<file path="src/rtl/vram_arbiter_if.sv">
// ---------------------------------------------------------------------------
// vram_arbiter_if -- signal bundle around the framebuffer RAM arbiter.
//
// Groups the three buses the arbiter sits between:
//   video fetch : vid_req, vid_addr -> vid_dout, vid_valid, vid_overrun
//   CPU bus     : cpu_req, cpu_we, cpu_be, cpu_addr, cpu_din -> cpu_dout, cpu_ack
//   RAM port    : ram_cs, ram_we, ram_be, ram_addr, ram_din <- ram_dout
//   statistics  : stall_clr -> stall_cnt
//
// Modports:
//   slave  -- the arbiter itself (serves video/CPU, drives the RAM)
//   master -- the surrounding system (video timing, CPU decoder, RAM)
// ---------------------------------------------------------------------------
interface vram_arbiter_if;
    logic        vid_req;
    logic [13:0] vid_addr;
    logic [15:0] vid_dout;
    logic        vid_valid;
    logic        vid_overrun;

    logic        cpu_req;
    logic        cpu_we;
    logic [1:0]  cpu_be;
    logic [13:0] cpu_addr;
    logic [15:0] cpu_din;
    logic [15:0] cpu_dout;
    logic        cpu_ack;

    logic        ram_cs;
    logic        ram_we;
    logic [1:0]  ram_be;
    logic [13:0] ram_addr;
    logic [15:0] ram_din;
    logic [15:0] ram_dout;

    logic [15:0] stall_cnt;
    logic        stall_clr;

    modport slave (
        input  vid_req, vid_addr,
        output vid_dout, vid_valid, vid_overrun,
        input  cpu_req, cpu_we, cpu_be, cpu_addr, cpu_din,
        output cpu_dout, cpu_ack,
        output ram_cs, ram_we, ram_be, ram_addr, ram_din,
        input  ram_dout,
        output stall_cnt,
        input  stall_clr
    );

    modport master (
        output vid_req, vid_addr,
        input  vid_dout, vid_valid, vid_overrun,
        output cpu_req, cpu_we, cpu_be, cpu_addr, cpu_din,
        input  cpu_dout, cpu_ack,
        input  ram_cs, ram_we, ram_be, ram_addr, ram_din,
        output ram_dout,
        input  stall_cnt,
        output stall_clr
    );
endinterface

</file>
<file path="src/rtl/vram_arbiter.sv">
// ---------------------------------------------------------------------------
// vram_arbiter -- shares one single-port 16-bit video RAM between the
// scan-out fetch port (strict priority) and the CPU bus.
//
// A slot is IDLE (decide) -> ACCESS (ram_cs high, 1 cycle) -> WAIT
// (RAM_LAT cycles). Read data is captured at the end of the last WAIT cycle
// and vid_valid / cpu_ack pulse in the following IDLE cycle.
//
// Parameters:
//   RAM_LAT  RAM read latency, ram_cs cycle to valid ram_dout (1..4)
// Ports:
//   clk      system/pixel clock
//   reset    asynchronous, active-high
//   bus      vram_arbiter_if.slave (video, CPU, RAM and stats signals)
//
// Build option:
//   VRAM_ARB_STATS_EN  when defined, stall_cnt counts cycles the CPU waits
//                      (cpu_req high, cpu_ack low), saturating, cleared by
//                      stall_clr. When undefined, stall_cnt is tied to 0.
// ---------------------------------------------------------------------------
module vram_arbiter #(
    parameter int RAM_LAT = 1
) (
    input  logic           clk,
    input  logic           reset,
    vram_arbiter_if.slave  bus
);
    typedef enum logic [1:0] {
        IDLE   = 2'd0,
        ACCESS = 2'd1,
        WAIT   = 2'd2
    } state_t;

    state_t      state, state_nxt;
    logic [2:0]  wait_cnt;
    logic        vid_pend;
    logic        vid_rereq;   // new vid_req landed while a video slot was in flight
    logic        slot_vid;    // current slot belongs to video
    logic        slot_we;     // current slot is a CPU write
    logic [13:0] vid_addr_q;
    logic        grant_vid, grant_cpu, capture;
    logic        cs_nxt, we_nxt;
    logic [1:0]  be_nxt;

    assign grant_vid = (state == IDLE) && (vid_pend || bus.vid_req);
    // cpu_ack high in IDLE means this request was just served; the CPU has
    // not yet had a chance to drop its level request.
    assign grant_cpu = (state == IDLE) && !grant_vid && bus.cpu_req && !bus.cpu_ack;
    assign capture   = (state == WAIT) && (wait_cnt == 3'd0);

    // state register
    always_ff @(posedge clk or posedge reset) begin
        if (reset) begin
            state    <= IDLE;
            wait_cnt <= 3'd0;
        end else begin
            state <= state_nxt;
            if (state == ACCESS)
                wait_cnt <= 3'(RAM_LAT - 1);
            else if (state == WAIT && wait_cnt != 3'd0)
                wait_cnt <= wait_cnt - 3'd1;
        end
    end

    // next-state logic
    always_comb begin
        state_nxt = state;
        case (state)
            IDLE:    if (grant_vid || grant_cpu) state_nxt = ACCESS;
            ACCESS:  state_nxt = WAIT;
            WAIT:    if (wait_cnt == 3'd0) state_nxt = IDLE;
            default: state_nxt = IDLE;
        endcase
    end

    // RAM strobes for the coming cycle; registered below so ram_* are flops
    always_comb begin
        cs_nxt = grant_vid || grant_cpu;
        we_nxt = grant_cpu && bus.cpu_we;
        be_nxt = 2'b00;
        if (grant_vid)      be_nxt = 2'b11;
        else if (grant_cpu) be_nxt = bus.cpu_be;
    end

    always_ff @(posedge clk or posedge reset) begin
        if (reset) begin
            bus.ram_cs      <= 1'b0;
            bus.ram_we      <= 1'b0;
            bus.ram_be      <= 2'b00;
            bus.ram_addr    <= '0;
            bus.ram_din     <= '0;
            bus.vid_dout    <= '0;
            bus.vid_valid   <= 1'b0;
            bus.vid_overrun <= 1'b0;
            bus.cpu_dout    <= '0;
            bus.cpu_ack     <= 1'b0;
            slot_vid        <= 1'b0;
            slot_we         <= 1'b0;
            vid_addr_q      <= '0;
            vid_pend        <= 1'b0;
            vid_rereq       <= 1'b0;
        end else begin
            bus.ram_cs <= cs_nxt;
            bus.ram_we <= we_nxt;
            bus.ram_be <= be_nxt;

            // Same-cycle vid_req supersedes the latched address.
            if (grant_vid) begin
                bus.ram_addr <= bus.vid_req ? bus.vid_addr : vid_addr_q;
            end else if (grant_cpu) begin
                bus.ram_addr <= bus.cpu_addr;
                bus.ram_din  <= bus.cpu_din;
            end

            if (grant_vid || grant_cpu) begin
                slot_vid <= grant_vid;
                slot_we  <= we_nxt;
            end

            if (bus.vid_req)
                vid_addr_q <= bus.vid_addr;
            if (bus.vid_req && vid_pend)
                bus.vid_overrun <= 1'b1;

            bus.vid_valid <= capture && slot_vid;
            bus.cpu_ack   <= capture && !slot_vid;
            if (capture && slot_vid)
                bus.vid_dout <= bus.ram_dout;
            if (capture && !slot_vid && !slot_we)
                bus.cpu_dout <= bus.ram_dout;

            // A request that arrived after this video slot was granted must
            // survive the capture, otherwise the newer address is dropped.
            if (capture && slot_vid) begin
                vid_pend  <= bus.vid_req || vid_rereq;
                vid_rereq <= 1'b0;
            end else begin
                if (bus.vid_req)
                    vid_pend <= 1'b1;
                if (bus.vid_req && state != IDLE && slot_vid)
                    vid_rereq <= 1'b1;
            end
        end
    end

`ifdef VRAM_ARB_STATS_EN
    always_ff @(posedge clk or posedge reset) begin
        if (reset)
            bus.stall_cnt <= '0;
        else if (bus.stall_clr)
            bus.stall_cnt <= '0;
        else if (bus.cpu_req && !bus.cpu_ack && bus.stall_cnt != 16'hFFFF)
            bus.stall_cnt <= bus.stall_cnt + 16'd1;
    end
`else
    logic unused_stall_clr;
    assign unused_stall_clr = bus.stall_clr;
    assign bus.stall_cnt    = '0;
`endif

endmodule

</file>
<file path="src/flat_wrapper.sv">
// flat-port wrapper written by rule: the top's interface ports become plain ports
module vram_arbiter_flat 
#(
    parameter int RAM_LAT = 1
)
  (clk, reset, bus_vid_req, bus_vid_addr, bus_vid_dout, bus_vid_valid, bus_vid_overrun, bus_cpu_req, bus_cpu_we, bus_cpu_be, bus_cpu_addr, bus_cpu_din, bus_cpu_dout, bus_cpu_ack, bus_ram_cs, bus_ram_we, bus_ram_be, bus_ram_addr, bus_ram_din, bus_ram_dout, bus_stall_cnt, bus_stall_clr);
  vram_arbiter_if bus_i ();
  input  logic clk;
  input  logic reset;
  input wire logic [$bits(bus_i.vid_req)-1:0] bus_vid_req;
  input wire logic [$bits(bus_i.vid_addr)-1:0] bus_vid_addr;
  output wire logic [$bits(bus_i.vid_dout)-1:0] bus_vid_dout;
  output wire logic [$bits(bus_i.vid_valid)-1:0] bus_vid_valid;
  output wire logic [$bits(bus_i.vid_overrun)-1:0] bus_vid_overrun;
  input wire logic [$bits(bus_i.cpu_req)-1:0] bus_cpu_req;
  input wire logic [$bits(bus_i.cpu_we)-1:0] bus_cpu_we;
  input wire logic [$bits(bus_i.cpu_be)-1:0] bus_cpu_be;
  input wire logic [$bits(bus_i.cpu_addr)-1:0] bus_cpu_addr;
  input wire logic [$bits(bus_i.cpu_din)-1:0] bus_cpu_din;
  output wire logic [$bits(bus_i.cpu_dout)-1:0] bus_cpu_dout;
  output wire logic [$bits(bus_i.cpu_ack)-1:0] bus_cpu_ack;
  output wire logic [$bits(bus_i.ram_cs)-1:0] bus_ram_cs;
  output wire logic [$bits(bus_i.ram_we)-1:0] bus_ram_we;
  output wire logic [$bits(bus_i.ram_be)-1:0] bus_ram_be;
  output wire logic [$bits(bus_i.ram_addr)-1:0] bus_ram_addr;
  output wire logic [$bits(bus_i.ram_din)-1:0] bus_ram_din;
  input wire logic [$bits(bus_i.ram_dout)-1:0] bus_ram_dout;
  output wire logic [$bits(bus_i.stall_cnt)-1:0] bus_stall_cnt;
  input wire logic [$bits(bus_i.stall_clr)-1:0] bus_stall_clr;
  assign bus_i.vid_req = bus_vid_req;
  assign bus_i.vid_addr = bus_vid_addr;
  assign bus_vid_dout = bus_i.vid_dout;
  assign bus_vid_valid = bus_i.vid_valid;
  assign bus_vid_overrun = bus_i.vid_overrun;
  assign bus_i.cpu_req = bus_cpu_req;
  assign bus_i.cpu_we = bus_cpu_we;
  assign bus_i.cpu_be = bus_cpu_be;
  assign bus_i.cpu_addr = bus_cpu_addr;
  assign bus_i.cpu_din = bus_cpu_din;
  assign bus_cpu_dout = bus_i.cpu_dout;
  assign bus_cpu_ack = bus_i.cpu_ack;
  assign bus_ram_cs = bus_i.ram_cs;
  assign bus_ram_we = bus_i.ram_we;
  assign bus_ram_be = bus_i.ram_be;
  assign bus_ram_addr = bus_i.ram_addr;
  assign bus_ram_din = bus_i.ram_din;
  assign bus_i.ram_dout = bus_ram_dout;
  assign bus_stall_cnt = bus_i.stall_cnt;
  assign bus_i.stall_clr = bus_stall_clr;
  vram_arbiter #(.RAM_LAT(RAM_LAT)) u_core (.clk(clk), .reset(reset), .bus(bus_i));
endmodule
</file>
<file path="config.mk">
export PLATFORM = sky130hd
export DESIGN_NAME = vram_arbiter_flat
export DESIGN_NICKNAME = d
export VERILOG_FILES = /design/src/rtl/vram_arbiter_if.sv /design/src/rtl/vram_arbiter.sv /design/src/flat_wrapper.sv
export SDC_FILE = /design/constraint.sdc
export NUM_CORES = 1
export LEC_CHECK = 0
export CORE_MARGIN = 4
export CORE_UTILIZATION = 25
export CTS_CLUSTER_SIZE = 25
export DETAILED_ROUTE_END_ITERATION = 8
export PLACE_DENSITY = 0.59
export SYNTH_ARGS = -nofsm -noshare
export SYNTH_HDL_FRONTEND = slang
export SYNTH_SLANG_ARGS = --single-unit
</file>
<file path="constraint.sdc">
create_clock -name clk -period 4.3 [get_ports clk]
set_input_delay 1.29 -clock clk [delete_from_list [all_inputs] [get_ports clk]]
set_output_delay 1.29 -clock clk [all_outputs]
set_load 0.01 [all_outputs]
</file>
-- Word-level counts from Yosys, hierarchy flattened
Index checks and enable logic that the tools add are counted.
- output and inout port bits: 85
- flip-flop bits (word level): 92
- input port bits: 68
- multiplexer cells: 14
- reductions and logical operators: 30
- add/subtract/negate cells: 1
- bitwise logic cells: 1
- eq/ne operators: 4
- operator list (kind ; count):
    $mux 14 ; 3
    $logic_and 1x1->1 ; 13
    $reduce_bool 2->1 ; 5
    $mux 2 ; 4
    $mux 3 ; 2
    $pmux 2 s3 ; 1
    $logic_not 1->1 ; 4
    $mux 1 ; 4
    $ne 2x1->1 const B ; 2
    $reduce_and 2->1 ; 2
    $logic_not 3->1 ; 1
    $logic_or 1x1->1 ; 3
    $reduce_bool 3->1 ; 1
    $sub 3x1->3 const B ; 1
    $eq 2x1->1 const B ; 1
    $eq 2x2->1 const B ; 1
    $logic_not 2->1 ; 1
    $not 1->1 ; 1

-- Depth between registers and ports, before layout
Gate-level depths: netlist of run 1.
- depth after elaboration: 9
- depth in mapped cells: 8
- mapped depth without buffers: 5

-- Worst setup path after synthesis of run 1
Ideal clock, no wire load.
- path type: input to register
- start: input port bus_cpu_req
- end: register u_core.bus.ram_din[10]
- required time: 4.175 ns
- stages on the path: 4
- arrival: 2.463 ns
- slack: 1.712 ns
- setup time: 0.125 ns
- cells stage by stage: or4b_4 nor3_4 buf_6 mux2_2
- longest elaborated chain between the ends: 3
- RTL lines (element ; line ; source):
    start: declaration ; flat_wrapper.sv:15 ; input wire logic [$bits(bus_i.cpu_req)-1:0] bus_cpu_req;
    $logic_and 1x1->1 (2 in a row) ; vram_arbiter.sv:48 ; assign grant_cpu = (state == IDLE) && !grant_vid && bus.cpu_req && !bus.cpu_ack;
    $reduce_and 2->1 (no source line) ; -- ;
    end signal: assignment ; vram_arbiter.sv:112 ; bus.ram_din <= bus.cpu_din;
    end: declaration ; vram_arbiter_if.sv:44 ; output ram_cs, ram_we, ram_be, ram_addr, ram_din,
No other way between the ends.
A chain may end at the register's enable or synchronous reset.

-- Final worst setup path of run 1
- start: input port bus_cpu_req
- end: register u_core.bus.ram_din[1]
The elaborated chain is that of the path after synthesis.

==> results of run 1 <==
==> logic make-up (layout without fill, tap and decap cells) <==
kind of cell / Yosys count / count (layout) / share of synthesized area
flip-flops: 92 / 92 / 0.611
multiplexers: 63 / 63 / 0.188
buffers and inverters: 38 / 164 / 0.0628
AND/OR/NAND/NOR: 34 / 34 / 0.0645
AO/OA/AOI/OAI: 30 / 30 / 0.0658
adder cells (fa/ha/maj): 2 / 2 / 0.00664
other: 1 / 16 / 0.000996
==> Yosys cell counts (all sizes together) <==
master   number  area (µm²)
clkbuf        2        7.51
and2          1        6.26
a221o        14         140
or4b          1        13.8
a21oi         2        10.0
mux2i         1        10.0
inv           8        30.0
buf          28         199
o21ai         2        10.0
o211ai        1        7.51
dfrtp        92        2300
nand2b        2        12.5
mux2         62         698
nor3b        14         105
ha            2        25.0
a22o          1        8.76
a31oi         1        6.26
nor2          6        25.0
nor2b         4        25.0
a22oi         1        7.51
o22ai         2        12.5
a21o          4        30.0
nand4bb       1        11.3
nor4bb        1        10.0
o21a          2        15.0
conb          1        3.75
nor3          2        21.3
or2           1        6.26
or3           1        6.26
==> power breakdown <==
part           switching [mW]  total (mW)  internal [mW]
combinational           0.590        1.50          0.914
clock                   0.339       0.863          0.524
sequential              0.182        1.39           1.21
total                    1.11        3.76           2.65
==> through the flow <==
stage / power (mW) / hold slack, ns
after floorplan: 2.11 / 0.463
after global placement: 2.90 / 0.438
after detailed placement: 2.94 / 0.456
after CTS: 3.84 / 0.476
after global routing: 4.02 / 0.497
final: 3.76 / 0.471
==> area by class of cell <==
cell class	instances	area [µm²]
clock inverters	6	87.6
fillers	1400	9070
repair buffers	140	1400
clock buffers	10	239
inverters	8	32.5
well taps	184	230
multi-input cells	145	1280
flip-flops and latches	92	2300
==> flip-flops by register name, indices dropped and copies added (netlist names) <==
| signal | flops |
|---|---|
| u_core.bus.vid_dout | 16 |
| u_core.bus.ram_we | 1 |
| u_core.bus.vid_valid | 1 |
| u_core.vid_pend | 1 |
| u_core.slot_vid | 1 |
| u_core.bus.vid_overrun | 1 |
| u_core.bus.ram_be | 2 |
| u_core.vid_addr_q | 14 |
| u_core.bus.cpu_dout | 16 |
| u_core.state | 2 |
| u_core.bus.cpu_ack | 1 |
| u_core.bus.ram_addr | 14 |
| u_core.vid_rereq | 1 |
| u_core.wait_cnt | 3 |
| u_core.slot_we | 1 |
| u_core.bus.ram_din | 16 |
| u_core.bus.ram_cs | 1 |
==> worst max path at each step <==
| stage | startpoint | end | slack [ns] | cells after the start |
|---|---|---|---|---|
| floorplan | reset | u_core.bus.cpu_ack$_DFF_PP0_ | 0.62 | 1 |
| global placement | bus_cpu_req | u_core.bus.ram_din[1]$_DFFE_PP0P_ | 0.79 | 5 |
| detailed placement | bus_cpu_req | u_core.bus.ram_din[1]$_DFFE_PP0P_ | 0.77 | 5 |
| CTS | bus_cpu_req | u_core.bus.ram_din[1]$_DFFE_PP0P_ | 1.14 | 5 |
| global route | bus_vid_req | u_core.bus.ram_be[1]$_DFF_PP0_ | 1.06 | 6 |
| finish | bus_cpu_req | u_core.bus.ram_din[1]$_DFFE_PP0P_ | 1.17 | 5 |
==> metal layers <==
layer | up-vias | track usage | routed length [µm]
li1 | 1166 | - | -
met1 | 1268 | 0.130 | 3940
met2 | 121 | 0.178 | 4230
met3 | 6 | 0.0711 | 1170
met4 | 0 | 0.0254 | 54
met5 | - | 0 | 0
==> flow_metrics.py, run 1 <==
metrics = {
    "timing": {
        "finalWorstSetupSlack_ns": 1.17,
        "min_period_ns": 3.13,
        "fin_setup_tns_ns": 0,
        "rsz0062_at_grt": "no",
        "slew_viol_final": 0,
        "worst_pin_slew_ns": 1.09,
        "fin_crit_sh": 0.728,
        "fin_worst_skew_ns": 0.00756,
        "fmax_mhz": 320,
        "max-slew-margin-rel": 0.273,
        "setup-violations-final": 0,
        "finalHoldViolCount": 0,
    },
    "placed_design": {
        "gp_congestion": 0.706,
        "dpl_worst_slack_ns": 0.769,
        "dp_cells": 569,
        "portBuffers": 135,
        "dp_hpwl_um": 6720,
        "dpl_cell_area_mm2": 0.00525,
    },
    "hold_path": {
        "holdPathEnd": "u_core.bus.vid_overrun$_DFFE_PP0P_",
        "hold_class": "reg -> reg",
        "hold_depth": 1,
        "min_from": "u_core.bus.vid_overrun$_DFFE_PP0P_",
    },
    "global_route": {
        "grt_max_degree": 49,
        "grt_pass1_wl_um": 14500,
        "grt_pass1_vias": 2752,
        "antenna_found_initial": 0,
        "grt_usage": 0.113,
        "grt.overflow.total": 0,
    },
    "synthesis": {
        "synth_seq_area_share": 0.611,
        "avgSynthCellArea_um2": 14.5,
        "yosys_warnings": 0,
        "synthCells": 260,
        "synth_area_mm2": 0.00377,
        "synth.ff_latch_count": 92,
        "synth_cell_types": 33,
    },
    "cells_and_area": {
        "final_cell_mix": "135 x clkdlybuf4s50_1, 92 x dfrtp_1, 62 x mux2_2, 16 x conb_1",
        "fin_cells": 585,
        "fin_nets": 466,
        "fin_area_mm2": 0.00558,
        "drive_above_1_share": 0.217,
        "final_common_cell": "clkdlybuf4s50_1",
        "utilization": 0.381,
        "diodes": 0,
        "area_delta_synth_final_pct": 48.1,
    },
    "detailed_routing": {
        "ant_nets": 0,
        "vias": 2561,
        "routed_via_density": 4.38,
        "dr.first_iter.drc_count": 83,
        "firstDrtPassIters": 4,
        "totalWireLength_um": 9400,
        "drc_errors": 0,
        "wl_per_cell_um": 16.1,
    },
    "clock_tree": {
        "htree_levels": 3,
        "postCtsHoldBufs": 0,
        "cts-root-buf": "clkbuf_16",
        "cts.path.max_buffers": 2,
        "clock_sinks": 92,
        "clk_pin_slew_worst_paths_ns": 0.06,
        "post_cts_resized": 0,
        "tritoncts": "done",
        "cts_buffers": 9,
        "post-cts-setup-buffer-count": 0,
        "clk_latency_ns": 0.34,
    },
    "critical_path": {
        "reg2reg_to": "u_core.bus.vid_dout[8]$_DFFE_PP0P_",
        "worst_path_max_delay_cell": "clkdlybuf4s50_1",
        "crit_path_start_kind": "input pin",
        "crit_fanout": 23,
        "crit_buf_inv": 2,
        "crit_arrival_ns": 3.35,
        "cp_cell_sequence": "clkdlybuf4s50_1 > or4b_4 > nor3_4 > buf_12 > mux2_2",
        "cpPeakStageDelay_ns": 0.52,
        "end_kind": "flop",
        "regToRegSetupSlack_ns": 2.02,
        "reg2reg_depth": 5,
        "crit_type": "in -> reg",
        "cp.required_ns": 4.52,
        "worst_r2r_startpoint": "u_core.wait_cnt[0]$_DFFE_PP0P_",
        "critPathTopFamily": "simple AND/OR/NAND/NOR gates",
    },
    "floorplanning": {
        "die_h_um": 131,
        "rows": 44,
        "floorplan.initialDensity": 0.257,
        "die_area_mm2": 0.0171,
        "pin_count": 153,
        "core_area_mm2": 0.0146,
        "die_w_um": 131,
    },
    "power_and_ir_drop": {
        "cellLeakagePower_nw": 2.34,
        "power_density_mw_per_mm2": 674,
        "irDropWorstVdd_uv": 351,
    },
    "run_status": {
        "status": "finished clean",
    },
    "job": {
        "max-cap-violations": 0,
    },
}
(Power assumes the default switching activity.)
==> inputs of run 2 (changes only) <==
--- a/config.mk
+++ b/config.mk
@@ -9,7 +9,7 @@
 export CORE_UTILIZATION = 25
 export CTS_CLUSTER_SIZE = 25
 export DETAILED_ROUTE_END_ITERATION = 8
-export PLACE_DENSITY = 0.59
+export PLACE_DENSITY = 0.61
 export SYNTH_ARGS = -nofsm -noshare
 export SYNTH_HDL_FRONTEND = slang
 export SYNTH_SLANG_ARGS = --single-unit
==> constraint.sdc (replaced) <==
create_clock -name clk -period 2.6 [get_ports clk]
set_input_delay 0.78 -clock clk [delete_from_list [all_inputs] [get_ports clk]]
set_output_delay 0.78 -clock clk [all_outputs]
set_load 0.01 [all_outputs]
==> run 2 against run 1 <==
Hold slack improved by 0.0012 ns. Sequential power increased by 66%. First-iteration DRC count decreased by 42%. Largest cell class unchanged. Register-to-register slack got worse by 1.4 ns. Largest power group unchanged. Critical endpoint is now u_core.bus.ram_din[3]$_DFFE_PP0P_.
==> flow_metrics.py, run 2 (synthesis results as in run 1) <==
metrics = {
    "cells_and_area": {
        "drive_above_1_share": 0.236,
        "utilization": 0.387,
        "area_delta_synth_final_pct": 50.3,
        "diodes": 0,
        "top_regs": "u_core.bus.cpu_dout: 16 flops, u_core.bus.ram_din: 16 flops, u_core.bus.vid_dout: 16 flops",
        "final_cell_mix": "135 x clkdlybuf4s50_1, 92 x dfrtp_1, 62 x mux2_2, 16 x conb_1",
        "final_common_cell": "clkdlybuf4s50_1",
        "fin_nets": 477,
    },
    "global_route": {
        "grt_max_degree": 65,
        "met2_usage": 0.182,
        "grt.overflow.total": 0,
        "grt_pass1_vias": 2763,
        "top_usage_layer": "met2",
        "gr-usage-met1": 0.124,
        "grt_usage": 0.111,
        "met3_usage": 0.0675,
        "antenna_found_initial": 0,
        "grt_pass1_wl_um": 14500,
    },
    "job": {
        "max-cap-violations": 0,
    },
    "critical_path": {
        "crit_arrival_ns": 2.51,
        "regToRegSetupSlack_ns": 0.60,
        "crit_path_start_kind": "input pin",
        "reg2reg_depth": 4,
        "end_kind": "flop",
        "reg2reg_to": "u_core.bus.ram_addr[2]$_DFFE_PP0P_",
        "crit_type": "in -> reg",
        "cp.required_ns": 2.82,
        "worst_r2r_startpoint": "u_core.state[1]$_DFFE_PP0P_",
        "crit_fanout": 18,
    },
    "floorplanning": {
        "die_h_um": 131,
        "rows": 44,
        "die_w_um": 131,
        "die_area_mm2": 0.0171,
        "core_area_mm2": 0.0146,
        "floorplan.initialDensity": 0.257,
        "pin_count": 153,
    },
    "power_and_ir_drop": {
        "cellLeakagePower_nw": 2.40,
        "power_density_mw_per_mm2": 1090,
        "irDropWorstVdd_uv": 578,
    },
    "detailed_routing": {
        "ant_nets": 0,
        "dr.first_iter.drc_count": 48,
        "totalWireLength_um": 9330,
        "vias": 2595,
        "firstDrtPassIters": 4,
        "wl_per_cell_um": 15.7,
        "drc_errors": 0,
        "routed_via_density": 4.36,
    },
    "timing": {
        "slew_viol_final": 0,
        "max-slew-margin-rel": 0.579,
        "fin_worst_skew_ns": 0.00567,
        "setup-violations-final": 0,
        "fin_crit_sh": 0.881,
        "min_period_ns": 2.29,
        "rsz0062_at_grt": "no",
        "worst_pin_slew_ns": 0.631,
        "fmax_mhz": 437,
        "finalWorstSetupSlack_ns": 0.311,
        "finalHoldViolCount": 0,
        "fin_setup_tns_ns": 0,
        "timing.hold.ws_ns": 0.473,
    },
    "placed_design": {
        "gp_congestion": 0.675,
        "dp_hpwl_um": 6710,
        "portBuffers": 135,
        "dpl_worst_slack_ns": -0.0390,
    },
    "hold_path": {
        "hold_depth": 1,
        "holdPathEnd": "u_core.bus.vid_overrun$_DFFE_PP0P_",
        "hold_class": "reg -> reg",
        "min_from": "u_core.bus.vid_overrun$_DFFE_PP0P_",
    },
    "clock_tree": {
        "cts-root-buf": "clkbuf_16",
        "clk_pin_slew_worst_paths_ns": 0.06,
        "tritoncts": "done",
        "cts.path.max_buffers": 2,
        "clk_latency_ns": 0.34,
        "clock_sinks": 92,
        "post-cts-setup-buffer-count": 0,
        "postCtsHoldBufs": 0,
        "htree_levels": 3,
        "post_cts_resized": 0,
        "cts_buffers": 9,
    },
    "run_status": {
        "status": "finished clean",
    },
}
## run 2: cell types whose count changed in the layout (fill, tap and decap cells not counted)
| cell | previous run | this run |
|---|---|---|
| clkinv_2 | 1 | 2 |
| bufinv_16 | 2 | 1 |
| inv_4 | 1 | 0 |
| buf_12 | 1 | 3 |
| buf_4 | 4 | 13 |
| clkinvlp_4 | 3 | 1 |
| clkbuf_8 | 1 | 2 |
| clkinv_4 | 0 | 1 |
## run 2: worst max-delay path by stage
stage	start	to	cells past startpoint
after floorplan	bus_cpu_req	u_core.bus.ram_din[10]$_DFFE_PP0P_	4
after global placement	bus_cpu_req	u_core.bus.ram_din[1]$_DFFE_PP0P_	5
after detailed placement	bus_cpu_req	u_core.bus.ram_din[3]$_DFFE_PP0P_	5
after CTS	bus_cpu_req	u_core.bus.ram_din[3]$_DFFE_PP0P_	5
after global routing	bus_cpu_req	u_core.bus.ram_din[10]$_DFFE_PP0P_	5
final	bus_cpu_req	u_core.bus.ram_din[3]$_DFFE_PP0P_	5
## run 2: worst max-delay path, stage by stage
cell and delay (ns):
clkdlybuf4s50_1 0.47, or4b_4 0.49, nor3_4 0.21, buf_12 0.20, mux2_2 0.35
## run 2: stage by stage
stage               total power, mW  instance area (µm²)  std cells
finish                         6.17                 5660        595
floorplan                      3.49                 3830        275
detailed placement             4.91                 5360        580
global route                   6.58                 5660        595
CTS                            6.30                 5660        595
global placement               4.84                 5360        580
## run 2: power breakdown
group          internal (mW)  leakage (nW)  switching [mW]
Sequential              2.00          1.12           0.309
Clock                  0.790         0.151           0.533
Combinational           1.56          1.13           0.977
## run 2: per-layer routing
layer  vias to the layer above  share of wire
li1                       1190              -
met1                      1286           0.41
met4                         0         0.0071
met2                       111           0.46
met5                         -              0
met3                         8           0.12
## run 2: cell type report
cell class	count	area, µm²
clock buffers	11	253
multi-input cells	145	1280
well taps	184	230
flip-flops and latches	92	2300
repair buffers	151	1510
fillers	1387	8980
clock inverters	4	48.8
inverters	8	33.8
==> inputs of run 3 (changes only) <==
--- a/config.mk
+++ b/config.mk
@@ -9,7 +9,7 @@
 export CORE_UTILIZATION = 25
 export CTS_CLUSTER_SIZE = 25
 export DETAILED_ROUTE_END_ITERATION = 8
-export PLACE_DENSITY = 0.61
+export PLACE_DENSITY = 0.51
 export SYNTH_ARGS = -nofsm -noshare
 export SYNTH_HDL_FRONTEND = slang
 export SYNTH_SLANG_ARGS = --single-unit
==> run 3 against run 2 <==
Final area is 0.35% higher. Maximum frequency up 1.7%. Critical path depth is the same. Critical path type unchanged. Largest power group unchanged.
==> flow_metrics.py, run 3 (synthesis results as in run 1) <==
metrics = {
    "run_status": {
        "status": "finished clean",
    },
    "floorplanning": {
        "floorplan.initialDensity": 0.257,
        "core_area_mm2": 0.0146,
        "pin_count": 153,
        "die_area_mm2": 0.0171,
        "rows": 44,
        "die_h_um": 131,
        "die_w_um": 131,
    },
    "timing": {
        "worst_pin_slew_ns": 0.885,
        "fin_worst_skew_ns": 0.00544,
        "fin_setup_tns_ns": 0,
        "finalHoldViolCount": 0,
        "fmax_mhz": 444,
        "rsz0062_at_grt": "no",
        "finalWorstSetupSlack_ns": 0.350,
        "slew_viol_final": 0,
        "fin_crit_sh": 0.866,
        "min_period_ns": 2.25,
        "timing.hold.ws_ns": 0.458,
        "setup-violations-final": 0,
        "max-slew-margin-rel": 0.410,
    },
    "detailed_routing": {
        "dr.first_iter.drc_count": 80,
        "firstDrtPassIters": 4,
        "routed_via_density": 4.29,
        "wl_per_cell_um": 15.9,
        "totalWireLength_um": 9400,
        "ant_nets": 0,
        "drc_errors": 0,
        "vias": 2539,
    },
    "clock_tree": {
        "cts-root-buf": "clkbuf_16",
        "cts_buffers": 9,
        "tritoncts": "done",
        "clock_sinks": 92,
        "clk_pin_slew_worst_paths_ns": 0.07,
        "postCtsHoldBufs": 0,
        "cts.path.max_buffers": 2,
        "clk_latency_ns": 0.34,
        "post-cts-setup-buffer-count": 0,
        "post_cts_resized": 0,
        "htree_levels": 3,
    },
    "cells_and_area": {
        "fin_cells": 592,
        "final_common_cell": "clkdlybuf4s50_1",
        "diodes": 0,
        "top_regs": "u_core.bus.cpu_dout: 16 flops, u_core.bus.ram_din: 16 flops, u_core.bus.vid_dout: 16 flops",
        "utilization": 0.388,
        "fin_area_mm2": 0.00568,
        "fin_nets": 473,
        "final_cell_mix": "135 x clkdlybuf4s50_1, 92 x dfrtp_1, 62 x mux2_2, 16 x conb_1",
        "area_delta_synth_final_pct": 50.8,
        "drive_above_1_share": 0.230,
    },
    "placed_design": {
        "dp_cells": 576,
        "dpl_worst_slack_ns": -0.0112,
        "gp_congestion": 0.706,
        "dpl_cell_area_mm2": 0.00534,
        "portBuffers": 135,
        "dp_hpwl_um": 6650,
    },
    "critical_path": {
        "cpPeakStageDelay_ns": 0.49,
        "crit_fanout": 20,
        "cp.required_ns": 2.82,
        "crit_buf_inv": 2,
        "crit_type": "in -> reg",
        "crit_arrival_ns": 2.47,
        "critPathTopFamily": "simple AND/OR/NAND/NOR gates",
        "end_kind": "flop",
        "crit_path_start_kind": "input pin",
        "worst_path_max_delay_cell": "or4b_4",
        "cp_cell_sequence": "clkdlybuf4s50_1 > or4b_4 > nor3_4 > buf_12 > mux2_2",
    },
    "power_and_ir_drop": {
        "cellLeakagePower_nw": 2.40,
        "irDropWorstVdd_uv": 641,
        "power_mw": 6.33,
        "power_density_mw_per_mm2": 1110,
    },
    "global_route": {
        "grt.overflow.total": 0,
        "grt_usage": 0.113,
        "grt_pass1_vias": 2742,
        "antenna_found_initial": 0,
        "grt_max_degree": 63,
        "grt_pass1_wl_um": 14700,
    },
    "job": {
        "max-cap-violations": 0,
    },
    "hold_path": {
        "hold_class": "reg -> reg",
    },
}
[run 3: cell count changes in the layout (fill, tap and decap cells not counted), sizes merged]
cell    before  now
clkbuf      11    9
buf         16   12
inv          7    8
bufinv       1    3
[run 3: area by class of cell]
type | count | area, µm²
clock buffers | 9 | 225
clock inverters | 7 | 114
fillers | 1417 | 8960
inverters | 8 | 33.8
multi-input cells | 145 | 1280
flip-flops and latches | 92 | 2300
well taps | 184 | 230
repair buffers | 147 | 1490
[run 3: layer usage]
metal | routed length [µm] | vias to the layer above | track usage | share of wire
met3 | 1110 | 5 | 0.0679 | 0.12
li1 | - | 1183 | - | -
met2 | 4200 | 113 | 0.169 | 0.45
met1 | 4010 | 1238 | 0.140 | 0.43
met4 | 91 | 0 | 0.0254 | 0.0097
met5 | 0 | - | 0 | 0
[run 3: path summary, 6_finish.rpt]
check | cells past startpoint | start | end | slack [ns]
setup / recovery | 5 | bus_cpu_req | u_core.bus.ram_din[6]$_DFFE_PP0P_ | 0.35
hold / removal | 1 | u_core.bus.vid_overrun$_DFFE_PP0P_ | u_core.bus.vid_overrun$_DFFE_PP0P_ | 0.46
setup reg to reg | 5 | u_core.wait_cnt[0]$_DFFE_PP0P_ | u_core.bus.cpu_dout[7]$_DFFE_PP0P_ | 0.46
hold reg to reg | 1 | u_core.bus.vid_overrun$_DFFE_PP0P_ | u_core.bus.vid_overrun$_DFFE_PP0P_ | 0.46
max in group asynchronous | 3 | reset | u_core.bus.ram_addr[3]$_DFFE_PP0P_ | 1.37
min in group asynchronous | 2 | reset | u_core.bus.cpu_dout[9]$_DFFE_PP0P_ | 0.68
[run 3: where the power goes]
| group | leakage [nW] | switching (mW) | internal [mW] |
|---|---|---|---|
| Sequential | 1.12 | 0.310 | 2.00 |
| Combinational | 1.12 | 0.976 | 1.56 |
| Clock | 0.170 | 0.551 | 0.938 |
